===== src/rtl/seg7_pkg.sv =====
// seg7_pkg: shared constants, display mode enum and hex-to-segment table for 7-seg displays
package seg7_pkg;
  localparam logic [7:0] SEG_OFF = 8'hFF;
  typedef enum logic {MODE_TEXT = 1'b0, MODE_GFX = 1'b1} mode_e;
  function automatic logic [6:0] hex2seg(input logic [3:0] h);
    logic [6:0] s;
    case (h)
      4'h0: s = 7'h40;
      4'h1: s = 7'h79;
      4'h2: s = 7'h24;
      4'h3: s = 7'h30;
      4'h4: s = 7'h19;
      4'h5: s = 7'h12;
      4'h6: s = 7'h02;
      4'h7: s = 7'h78;
      4'h8: s = 7'h00;
      4'h9: s = 7'h10;
      4'hA: s = 7'h08;
      4'hB: s = 7'h03;
      4'hC: s = 7'h46;
      4'hD: s = 7'h21;
      4'hE: s = 7'h06;
      default: s = 7'h0E;
    endcase
    return s;
  endfunction
endpackage


===== src/rtl/seg7_hex_dec.sv =====
// seg7_hex_dec: combinational nibble to active-low {g..a} segment decoder
module seg7_hex_dec
  import seg7_pkg::*;
(
  input  logic [3:0] nib,
  output logic [6:0] seg
);
  always_comb seg = hex2seg(nib);
endmodule


===== src/rtl/seg7_scan_ctrl.sv =====
// seg7_scan_ctrl: double-buffered 8-digit common-anode 7-seg scanner with hex text and raw graphic modes
module seg7_scan_ctrl
  import seg7_pkg::*;
#(
  parameter int DIV_W     = 15,
  parameter int BLANK_CYC = 64
) (
  input  logic        clk,
  input  logic        rst,
  input  logic [63:0] i_data,
  input  logic        i_valid,
  input  logic        disp_mode,
  input  logic [7:0]  i_dp,
  input  logic        i_blank_lz,
  output logic [7:0]  o_seg,
  output logic [7:0]  o_sel,
  output logic        o_frame
);
  localparam logic [DIV_W-1:0] BLANK = DIV_W'(BLANK_CYC);
  logic [DIV_W-1:0] cnt_q, cnt_d;
  logic [2:0]       idx_q, idx_d;
  logic [63:0]      pend_data_q, pend_data_d, act_data_q, act_data_d;
  mode_e            pend_mode_q, pend_mode_d, act_mode_q, act_mode_d;
  logic [7:0]       pend_dp_q, pend_dp_d, act_dp_q, act_dp_d;
  logic [7:0]       seg_q, seg_d, sel_q, sel_d;
  logic             frame_q, frame_d;
  logic             tick, boundary, blank, lz;
  logic [6:0]       hex_seg;
  seg7_hex_dec u_dec (
    .nib (act_data_q[{idx_q, 2'b00} +: 4]),
    .seg (hex_seg)
  );
  always_comb begin
    tick        = &cnt_q;
    boundary    = tick && (idx_q == 3'd7);
    blank       = cnt_q < BLANK;
    lz          = (idx_q != 3'd0) && ((act_data_q[31:0] >> {idx_q, 2'b00}) == 32'd0);
    cnt_d       = cnt_q + 1'b1;
    idx_d       = tick ? idx_q + 3'd1 : idx_q;
    pend_data_d = i_valid ? i_data : pend_data_q;
    pend_mode_d = i_valid ? mode_e'(disp_mode) : pend_mode_q;
    pend_dp_d   = i_valid ? i_dp : pend_dp_q;
    act_data_d  = boundary ? pend_data_d : act_data_q;
    act_mode_d  = boundary ? pend_mode_d : act_mode_q;
    act_dp_d    = boundary ? pend_dp_d : act_dp_q;
    frame_d     = boundary;
    sel_d       = blank ? SEG_OFF : ~(8'b1 << idx_q);
    seg_d       = blank ? SEG_OFF :
                  (act_mode_q == MODE_GFX) ? act_data_q[{idx_q, 3'b000} +: 8] :
                  (i_blank_lz && lz) ? SEG_OFF : {~act_dp_q[idx_q], hex_seg};
  end
  always_ff @(posedge clk) begin
    if (rst) begin
      cnt_q       <= '0;
      idx_q       <= '0;
      pend_data_q <= '0;
      pend_mode_q <= MODE_TEXT;
      pend_dp_q   <= '0;
      act_data_q  <= '0;
      act_mode_q  <= MODE_TEXT;
      act_dp_q    <= '0;
      seg_q       <= SEG_OFF;
      sel_q       <= SEG_OFF;
      frame_q     <= 1'b0;
    end else begin
      cnt_q       <= cnt_d;
      idx_q       <= idx_d;
      pend_data_q <= pend_data_d;
      pend_mode_q <= pend_mode_d;
      pend_dp_q   <= pend_dp_d;
      act_data_q  <= act_data_d;
      act_mode_q  <= act_mode_d;
      act_dp_q    <= act_dp_d;
      seg_q       <= seg_d;
      sel_q       <= sel_d;
      frame_q     <= frame_d;
    end
  end
  assign o_seg   = seg_q;
  assign o_sel   = sel_q;
  assign o_frame = frame_q;
endmodule

===== config.mk =====
export PLATFORM = sky130hd
export DESIGN_NAME = seg7_scan_ctrl
export DESIGN_NICKNAME = d
export VERILOG_FILES = /design/src/rtl/seg7_pkg.sv /design/src/rtl/seg7_hex_dec.sv /design/src/rtl/seg7_scan_ctrl.sv
export SDC_FILE = /design/constraint.sdc
export NUM_CORES = 1
export LEC_CHECK = 0
export CORE_ASPECT_RATIO = 1.1
export CORE_MARGIN = 2
export CORE_UTILIZATION = 37
export CTS_CLUSTER_DIAMETER = 150
export DETAILED_ROUTE_END_ITERATION = 7
export SLEW_MARGIN = 25
export SYNTH_ARGS = -nofsm -noshare
export SYNTH_HDL_FRONTEND = slang
export SYNTH_SLANG_ARGS = --single-unit

===== constraint.sdc =====
create_clock -name clk -period 4.5 [get_ports clk]
set_clock_uncertainty 0.2 [all_clocks]
set_input_delay 1.35 -clock clk [delete_from_list [all_inputs] [get_ports clk]]
set_output_delay 1.35 -clock clk [all_outputs]
set_load 0.05 [all_outputs]

# Word level (Yosys, flattened, before mapping)
# Memory sizes are Yosys's and may differ from the RTL's.
# Cells that the tools add are included.
# Widths: inputs -> output; s select.
[totals]
elab_cells = 37
n_memories = 1
reg_bits = 181
mem_bits_ro = 112
inputBits = 77
[classes]
n_reduce_logical = 7
order_cmp = 2
add_sub_neg = 2
n_eq_ne = 1
n_shift = 4
bitwise = 2
mux = 7
[mem_list]
columns = ["name", "depth", "word_bits", "rd", "rd_clocked_by_memory_dff", "write_ports", "line", "source"]
rows = [
  ["(name not given)", 16, 7, 1, 0, 0, "seg7_pkg.sv:7", "case (h)"],
]
[op_table]
columns = ["op", "count"]
rows = [
  ["$mux 64", 1],
  ["$shiftx 64x6->4", 1],
  ["$shiftx 64x7->8", 1],
  ["$logic_not 32->1", 1],
  ["$shr 32x5->32", 1],
  ["$mux 8", 3],
  ["$add 15x1->15 const B", 1],
  ["$lt 15x7->1 const B", 1],
  ["$reduce_and 15->1", 1],
  ["$not 8->8", 1],
  ["$shl 1x3->8 const A", 1],
  ["$lt 3x4->1 const B", 1],
  ["$add 3x1->3 const B", 1],
  ["$bmux 1 s3", 1],
  ["$eq 3x3->1 const B", 1],
  ["$logic_and 1x1->1", 3],
  ["$reduce_bool 3->1", 1],
  ["$mux 1", 2],
  ["$reduce_or 2->1", 1],
  ["$not 1->1", 1],
]

# Longest topological paths before layout
# Gate-level depths: netlist (run 1).
[logic_depth]
depth_word = 6
mapped_depth = 12

# Cells and area by module
# Synthesis (run 1) repeated with hierarchy kept, for this count alone.
[hier_totals]
hier_cells = 775
area_unflattened_um2 = 8067.7
[modules_own_cells]
columns = ["mod", "cells_each", "area_per_inst_um2", "n_inst"]
rows = [
  ["seg7_scan_ctrl", 743, 7792.5, 1],
  ["seg7_hex_dec", 32, 275.3, 1],
]

# Least setup slack after synthesis (run 1)
# Ideal clock, no wire load.
[synth_timing]
path_type = "register to register"
startpoint = "reg idx_q[0]"
endpoint = "reg seg_q[0], in the netlist o_seg[0]"
t_arrival_ns = 2.526
setup_ns = 0.136
required_ns = 4.164
path_stages_with_launch = 10
synth_period_minus_slack_ns = 2.863
setup_slack_ns = 1.637
path_buffers = 2
path_cell_list = "dfxtp_1 buf_2 buf_2 mux4_2 mux2i_1 inv_1 ha_1 or3_1 o221ai_1 a22oi_1"
[synth_via]
elab_chain_len = 6
[synth_rtl]
columns = ["element", "line", "source"]
rows = [
  ["from (decl)", "seg7_scan_ctrl.sv:21", "logic [2:0] idx_q, idx_d;"],
  ["from (signal assigned)", "seg7_scan_ctrl.sv:67", "idx_q <= idx_d;"],
  ["branches (longest 5 deep; another with $mem_v2 16x7)", "-", ""],
  ["$mux 8 *", "seg7_scan_ctrl.sv:49", "(act_mode_q == MODE_GFX) ? act_data_q[{idx_q, 3'b000} +: 8] :"],
  ["to (signal assigned)", "seg7_scan_ctrl.sv:74", "seg_q <= seg_d;"],
  ["to (decl)", "seg7_scan_ctrl.sv:25", "logic [7:0] seg_q, seg_d, sel_q, sel_d;"],
]
# Every way passes the cells marked *.
# A chain may end at the register's enable or synchronous reset.

# Worst setup path in the final report (run 1)
[layout_timing]
startpoint = "reg idx_q[1]"
endpoint = "reg act_data_q[10]"
[layout_via]
elab_chain_len = 2
[layout_rtl]
columns = ["element", "line", "source"]
rows = [
  ["$eq 3x3->1", "seg7_scan_ctrl.sv:35", "boundary = tick && (idx_q == 3'd7);"],
  ["$logic_and 1x1->1", "seg7_scan_ctrl.sv:35", ""],
  ["to (signal assigned)", "seg7_scan_ctrl.sv:71", "act_data_q <= act_data_d;"],
  ["to (decl)", "seg7_scan_ctrl.sv:22", "logic [63:0] pend_data_q, pend_data_d, act_data_q, act_data_d;"],
]
# Every way passes these cells.

==> results summary, run 1 <==
The number of iterations in the first detailed-routing pass came out at 4. The post-route worst setup slack is 1.33 ns. Across all register-to-register paths, the minimum setup slack is 1.33 ns. The startpoint identified for the worst hold timing path is cnt_q[0]. Setup repair after global routing left no endpoint under its margin. The number of global-route vias before repair was 5017. The filler cell count is 1927. The highest clock frequency the design can meet is 316 MHz.

The clock group share of total power came out at 44.0%. Post-CTS timing repair inserted 0 buffers for setup. The total length of routed wires is 16.7 mm. The minimum clock period came out at 3.17 ns. Summing all non-filler instances in the final layout gives an area of 9210 um^2. The post-route fraction of the period consumed by the critical path is 70.4%.

The latest clock arrival within the worst-skew pair is 0.43 ns. The post-synthesis net count came out at 831. Hold is met by 0.246 ns.

Dividing total power by cell area gives a power density of 358 nW/um^2. The routability-driven placement congestion ratio is 0.873. After synthesis, the cell types taking the most area are sky130_fd_sc_hd__dfxtp_1, sky130_fd_sc_hd__mux2i_1, sky130_fd_sc_hd__nor2_1, sky130_fd_sc_hd__a211oi_1, sky130_fd_sc_hd__mux4_2.

CTS built an H-tree with a depth of 4. Of all nets on the critical path, the largest fanout is 83. The total negative slack is 0 ns. The fraction of layout cells with a size suffix above 1 came out at 9.82%. The initialized floorplan defines 54 standard-cell rows. CTS saw 181 sinks. The die width came out at 140 um. The number of nets in the final layout came out at 892.

The launching element type of the critical path is a register. In this run the tool buffered the top-level ports with 93 buffer cells. The number of buffers added by the clock tree synthesis step came out at 17. The count of unresolved DRC violations after routing is 0.

The Yosys step of the flow raised 0 warnings. For this run, the share of the core covered by cells in the final layout is 46.4%. The leakage power figure came out at 3.46 nW. Cell internal power was estimated by the tool at 2.56 mW. The longest clock path from root to sink contains 2 buffers. The number of vias per cell after detailed routing came out at 5.04.

The initial DRC count came out at 355. The pin slew with the least headroom to its limit came out at 0.817 ns. The initial antenna violation count is 0.

The pin count of the biggest net entering global routing came out at 166. The path class of the tightest hold or removal check is register to register. The library cell used most frequently in the layout, excluding fill and tap cells, is sky130_fd_sc_hd__dfxtp_1. TritonCTS built the clock tree. The top-level port count is 94. The worst setup path is captured at a register. The number of gates resized after CTS was 0. After clock tree synthesis, the clock-pin slew on the worst setup and hold paths is 0.07 ns.

The per-instance average area after synthesis came out at 10.1 um^2. The wire length per cell after detailed routing came out at 15.6 um. The endpoint identified for the worst register-to-register timing path is act_data_q[10]. The register bit total from synthesis is 181.

The worst endpoint required time is 4.64 ns. The number of hold buffers added after CTS was 0. The depth of the worst register-to-register path is 8. The sequential power share is 50.1%.

Global routing used 15.9% of the available tracks across all layers. The top cell types in the final layout, fill and taps aside, are sky130_fd_sc_hd__dfxtp_1, sky130_fd_sc_hd__nor2_1, sky130_fd_sc_hd__clkdlybuf4s50_1. The flow ran to the end, and the final reports show no timing, DRC or antenna violations. The area of the core is 19900 um^2. The arrival time at the worst endpoint came out at 3.30 ns.

The setup path with the least slack is of type register to register. The normalized max-slew margin is 45.3%. 0 antenna diodes ended up in the layout. The worst hold path terminates at cnt_q[0]. Synthesis instantiated 45 different standard cells from the library. The top-area cell type share of the netlist area came out at 48.2%. The switching power total is 737 uW. The cell type with the largest total area after synthesis is sky130_fd_sc_hd__dfxtp_1.

The worst vdd rail ir drop is 0.254 mV. The worst register-to-register path begins at idx_q[1]. The vertical die dimension came out at 153 um.

The global-route wire length before repair is 27.0 mm. The first element of the critical path is idx_q[1]. The cell depth of the worst hold path came out at 1. The area overhead of the layout relative to synthesis is 22.5%. Of the total power, the share spent switching nets is 22.4%. The initial utilization of the core area, before any placement, comes to 37.8%. In this run, the combinational gates consume 5.9% of the power. The count of nets left with antenna violations after detail routing is 0. The number of failing hold endpoints at the final stage came out at 0. The cell area after technology mapping came out at 7520 um^2. Detailed placement finished with a half-perimeter wire length of 11.3 mm. The number of max-slew violations in the final report came out at 0. The die covers 21500 um^2.

The number of failing setup endpoints in the final timing report is 0. After technology mapping, the gate count stands at 741. The post-placement cell area is 8630 um^2. In this run the clock root is driven by a sky130_fd_sc_hd__clkbuf_16. Before CTS, the worst setup slack after placement is 1.39 ns. The final global-route overflow total is 0. The number of max-cap violations came out at 0. The part of the Yosys area used for sequential elements is 48.2%.

Summing over every cut layer, the via total after detailed routing is 5374.
logic make-up after synthesis:
group	Yosys count	synth area share [%]
mux	119	20.1
flops	181	48.2
xor+xnor	12	1.40
fa+ha+maj	13	2.16
simple gates	239	13.6
buf+inv	65	3.58
compound gates	112	10.9
stage by stage:
step	power, mW	instances
4_1_cts	3.34	1067
6_report	3.30	1067
2_1_floorplan	1.79	741
5_1_grt	3.43	1067
3_3_place_gp	1.88	1035
3_5_place_dp	1.89	1035
synthesized netlist by cell type (all sizes together):
| cell | n |
|---|---|
| a21oi | 8 |
| o221ai | 1 |
| xnor2 | 4 |
| and3 | 5 |
| nor4 | 7 |
| o211a | 1 |
| o21a | 1 |
| or4 | 3 |
| nand3 | 8 |
| o31ai | 1 |
| mux4 | 25 |
| xor2 | 8 |
| nand2 | 17 |
| nor2 | 173 |
| nand4 | 2 |
| nor2b | 3 |
| o22ai | 1 |
| dfxtp | 181 |
| nor3 | 6 |
| mux2 | 5 |
| mux2i | 89 |
| nor3b | 2 |
| o2bb2ai | 1 |
| buf | 22 |
| and2 | 2 |
| a22oi | 10 |
| o22a | 1 |
| o2111ai | 1 |
| o21ai | 7 |
| or2 | 1 |
| ha | 13 |
| a32o | 1 |
| a211oi | 76 |
| nand2b | 4 |
| or3 | 4 |
| clkbuf | 36 |
| inv | 7 |
| and4 | 2 |
| a31oi | 2 |
metal layers:
| layer | global-route usage (%) | up-vias | wire [um] |
|---|---|---|---|
| met5 | 0 | - | 0 |
| met4 | 4.71 | 0 | 172 |
| met3 | 3.86 | 13 | 782 |
| met2 | 23.7 | 122 | 7350 |
| met1 | 22.9 | 2472 | 8350 |
| li1 | - | 2767 | - |
worst max-delay path by stage:
stage / end / slack (ns) / cells past startpoint
after floorplan: o_seg[0] / 1.64 / 9
after detailed placement: act_data_q[12] / 1.39 / 8
after CTS: o_sel[1] / 1.31 / 1
after global routing: act_data_q[17] / 1.06 / 8
after global placement: o_seg[1] / 1.42 / 5
final: act_data_q[10] / 1.33 / 8
power by group through the flow:
stage / logic, mW / registers, mW / clock network, mW
after floorplan: 0.102 / 1.69 / 0
after global placement: 0.197 / 1.69 / 0
after detailed placement: 0.197 / 1.69 / 0
after CTS: 0.198 / 1.65 / 1.49
after global routing: 0.214 / 1.65 / 1.56
final: 0.194 / 1.65 / 1.45
flip-flops by register name (all words and copies together), names as in the netlist:
signal / cells
pend_data_q: 64
act_data_q: 64
act_dp_q: 8
cnt_q: 15
pend_mode_q: 1
o_seg: 8
act_mode_q: 1
o_frame: 1
pend_dp_q: 8
idx_q: 3
o_sel: 8
worst max-delay path, cell delays in order (launching register included):
cell,delay [ns]
sky130_fd_sc_hd__dfxtp_1,0.81
sky130_fd_sc_hd__buf_4,0.39
sky130_fd_sc_hd__ha_1,0.22
sky130_fd_sc_hd__ha_1,0.18
sky130_fd_sc_hd__inv_1,0.06
sky130_fd_sc_hd__nor4_2,0.52
sky130_fd_sc_hd__buf_12,0.37
sky130_fd_sc_hd__nor2_1,0.07
sky130_fd_sc_hd__a211oi_1,0.22
final cells by class:
type	instances	area [um^2]	share of cell area (%)
Multi-Input combinational cell	495	3630	39.4
Timing Repair Buffer	100	1030	11.2
Sequential cell	181	3620	39.4
Clock inverter	12	119	1.29
Clock buffer	20	467	5.07
Inverter	7	26.3	0.285
Tap cell	252	315	3.42
No activity file was read; power rests on OpenSTA's default activity.
==> inputs of run 2 (changes only) <==
==> constraint.sdc (replaced) <==
create_clock -name clk -period 2.9 [get_ports clk]
set_clock_uncertainty 0.2 [all_clocks]
set_input_delay 0.87 -clock clk [delete_from_list [all_inputs] [get_ports clk]]
set_output_delay 0.87 -clock clk [all_outputs]
set_load 0.05 [all_outputs]
==> results summary, run 2 (synthesis gave the netlist of run 1 again) <==
The clock passes through at most 2 buffers. The arrival time at the worst endpoint is 2.84 ns. The power density normalized to cell area came out at 546 nW/um^2. After filler insertion, the fill cell instance count of the layout stands at 1892.

The hold buffer count at CTS is 0. Cells fill 47.2% of the core in the end. In the layout the commonest cells are sky130_fd_sc_hd__dfxtp_1, sky130_fd_sc_hd__nor2_1, sky130_fd_sc_hd__clkdlybuf4s50_1.

The number of failing setup endpoints in the final timing report is 0. The largest registers in the layout are act_data_q x64, pend_data_q x64, cnt_q x15. After layout, the minimum clock period comes to 2.69 ns. The all-layer global routing usage came out at 16.7%.

The clock-pin slew reported for the worst setup and hold paths after clock tree synthesis came out at 0.08 ns. The run finished with clean final reports. The count of unresolved DRC violations after routing is 0. The worst endpoint required time is 3.05 ns. The total length of routed wires came out at 17.5 mm. The normalized max-slew margin is 50.0%. The highest clock frequency the design can meet came out at 372 MHz. The routability-driven placement congestion ratio is 0.931. For the worst-skew pair, the clock arrives at the later sink with an insertion delay of 0.43 ns. On the critical path the largest part of the delay comes from multiplexers. The area growth from synthesis to layout is 24.7%. Among all stages on the critical path, the largest delay is contributed by sky130_fd_sc_hd__mux4_2. The critical path is of the register to register type.

Entering global routing, the biggest net connects 166 pins. The half-perimeter wire length of the detailed placement result is 12.2 mm. The number of clock sinks seen by CTS is 181.

The number of global-route vias before repair is 5295. The total negative slack came out at 0 ns. The number of vias per cell after detailed routing is 5.06.

The number of nets in the final layout came out at 913. STA classifies the critical path endpoint as a register. The H-tree depth reported by CTS came out at 4. The worst path buffer plus inverter count is 1. The library cell used most frequently in the layout, excluding fill and tap cells, is sky130_fd_sc_hd__dfxtp_1. The number of buffers inserted by port buffering came out at 93. The count of nets left with antenna violations after detail routing came out at 0. The floorplan die area came out at 21500 um^2. Across the run, the number of max-cap violations was 0. The tightest min-delay check is of the register to register type. The pin slew with the least headroom to its limit came out at 0.749 ns.

The top-level port count came out at 94. The post-route fraction of the period consumed by the critical path came out at 92.8%. The die width is 140 um. The via count is 5507.

Final hold analysis gives a worst-case slack of 0.251 ns. Clock tree synthesis selected as its root buffer the cell sky130_fd_sc_hd__clkbuf_16. The leakage power figure is 3.57 nW. The floorplan step defined a core boundary enclosing 19900 um^2. The number of max-slew violations in the final report is 0. Setup repair after global routing left no endpoint under its margin. The starting density of the core came out at 37.8%. The total overflow left after global routing is 0. The initial antenna violation count is 0. The die is 153 um tall. The number of iterations in the first detailed-routing pass came out at 4. TritonCTS built the clock tree. The number of placement rows came out at 54.

The worst vdd rail ir drop came out at 0.396 mV. The number of antenna diodes in the final layout is 0. The stage delay of the slowest cell on the critical path is 0.51 ns. The initial DRC count is 385. In this run, CTS created clock tree buffers numbering 17. Along the worst path, the maximum fanout reaches 7. The global-route wire length before repair came out at 28.6 mm.

The number of failing hold endpoints at the final stage is 0. The worst setup path is launched from a register. The signal on the critical path passes through mux4_2 -> mux2_2 -> inv_1 -> ha_2 -> o2111ai_1 -> nor3_2 -> o22ai_2 -> a22oi_1. In the final layout, the share of cells above drive strength 1 is 12.3%. In the final routed layout, each cell accounts on average for 16.1 um.
==> run 2: worst reg2reg max path: cells and delay by family, from the launching register on <==
kind                       cells  cell delay (ns)
adders and majority gates      1             0.24
buffers and inverters          1             0.15
muxes                          2             0.84
and+or+nand+nor                1             0.26
DFF                            1             0.40
AOI/OAI and AO/OA              3             0.52
==> run 2: cell type report <==
class | count | area, um^2 | share of cell area [%]
multi-input combinational | 495 | 3630 | 38.8
sequential | 181 | 3630 | 38.7
timing repair buffer | 121 | 1180 | 12.6
clock buffer | 17 | 425 | 4.54
tap | 252 | 315 | 3.36
clock inverter | 15 | 163 | 1.73
inverter | 7 | 26.3 | 0.280
==> run 2: power by group <==
part	switching, mW	internal (mW)	leakage [nW]
Clock	1.10	1.15	0.278
Combinational	0.143	0.160	1.81
Sequential	0.0163	2.55	1.48
Total	1.26	3.86	3.57
==> run 2: final timing paths <==
kind,startpoint,endpoint,slack (ns),depth (start not counted)
setup / recovery,idx_q[0],o_seg[0],0.21,8
hold / removal,cnt_q[0],cnt_q[0],0.25,1
setup reg to reg,idx_q[0],o_seg[0],0.21,8
hold reg to reg,cnt_q[0],cnt_q[0],0.25,1
==> run 2: repair_timing <==
item / in CTS / in global routing
resized for setup: 0 / 3
setup endpoints to repair: 0 / 45
hold endpoints to repair: 0 / 0
setup buffers: 0 / 5
==> run 2: stage by stage <==
step                instances  setup slack, ns  area, um^2  power [mW]
finish                   1088            0.209        9380        5.12
CTS                      1083           0.0295        9330        5.19
detailed placement       1051           0.0552        8750        2.93
global placement         1051           0.0289        8750        2.92
global route             1088           0.0358        9380        5.32
floorplan                 741           0.0372        7520        2.78
==> run 2: per-layer routing <==
metal	vias up	wire (um)	track usage (%)
li1	2801	-	-
met1	2546	8740	24.8
met2	140	7680	24.1
met3	20	824	3.77
met4	0	307	5.62
met5	-	0	0
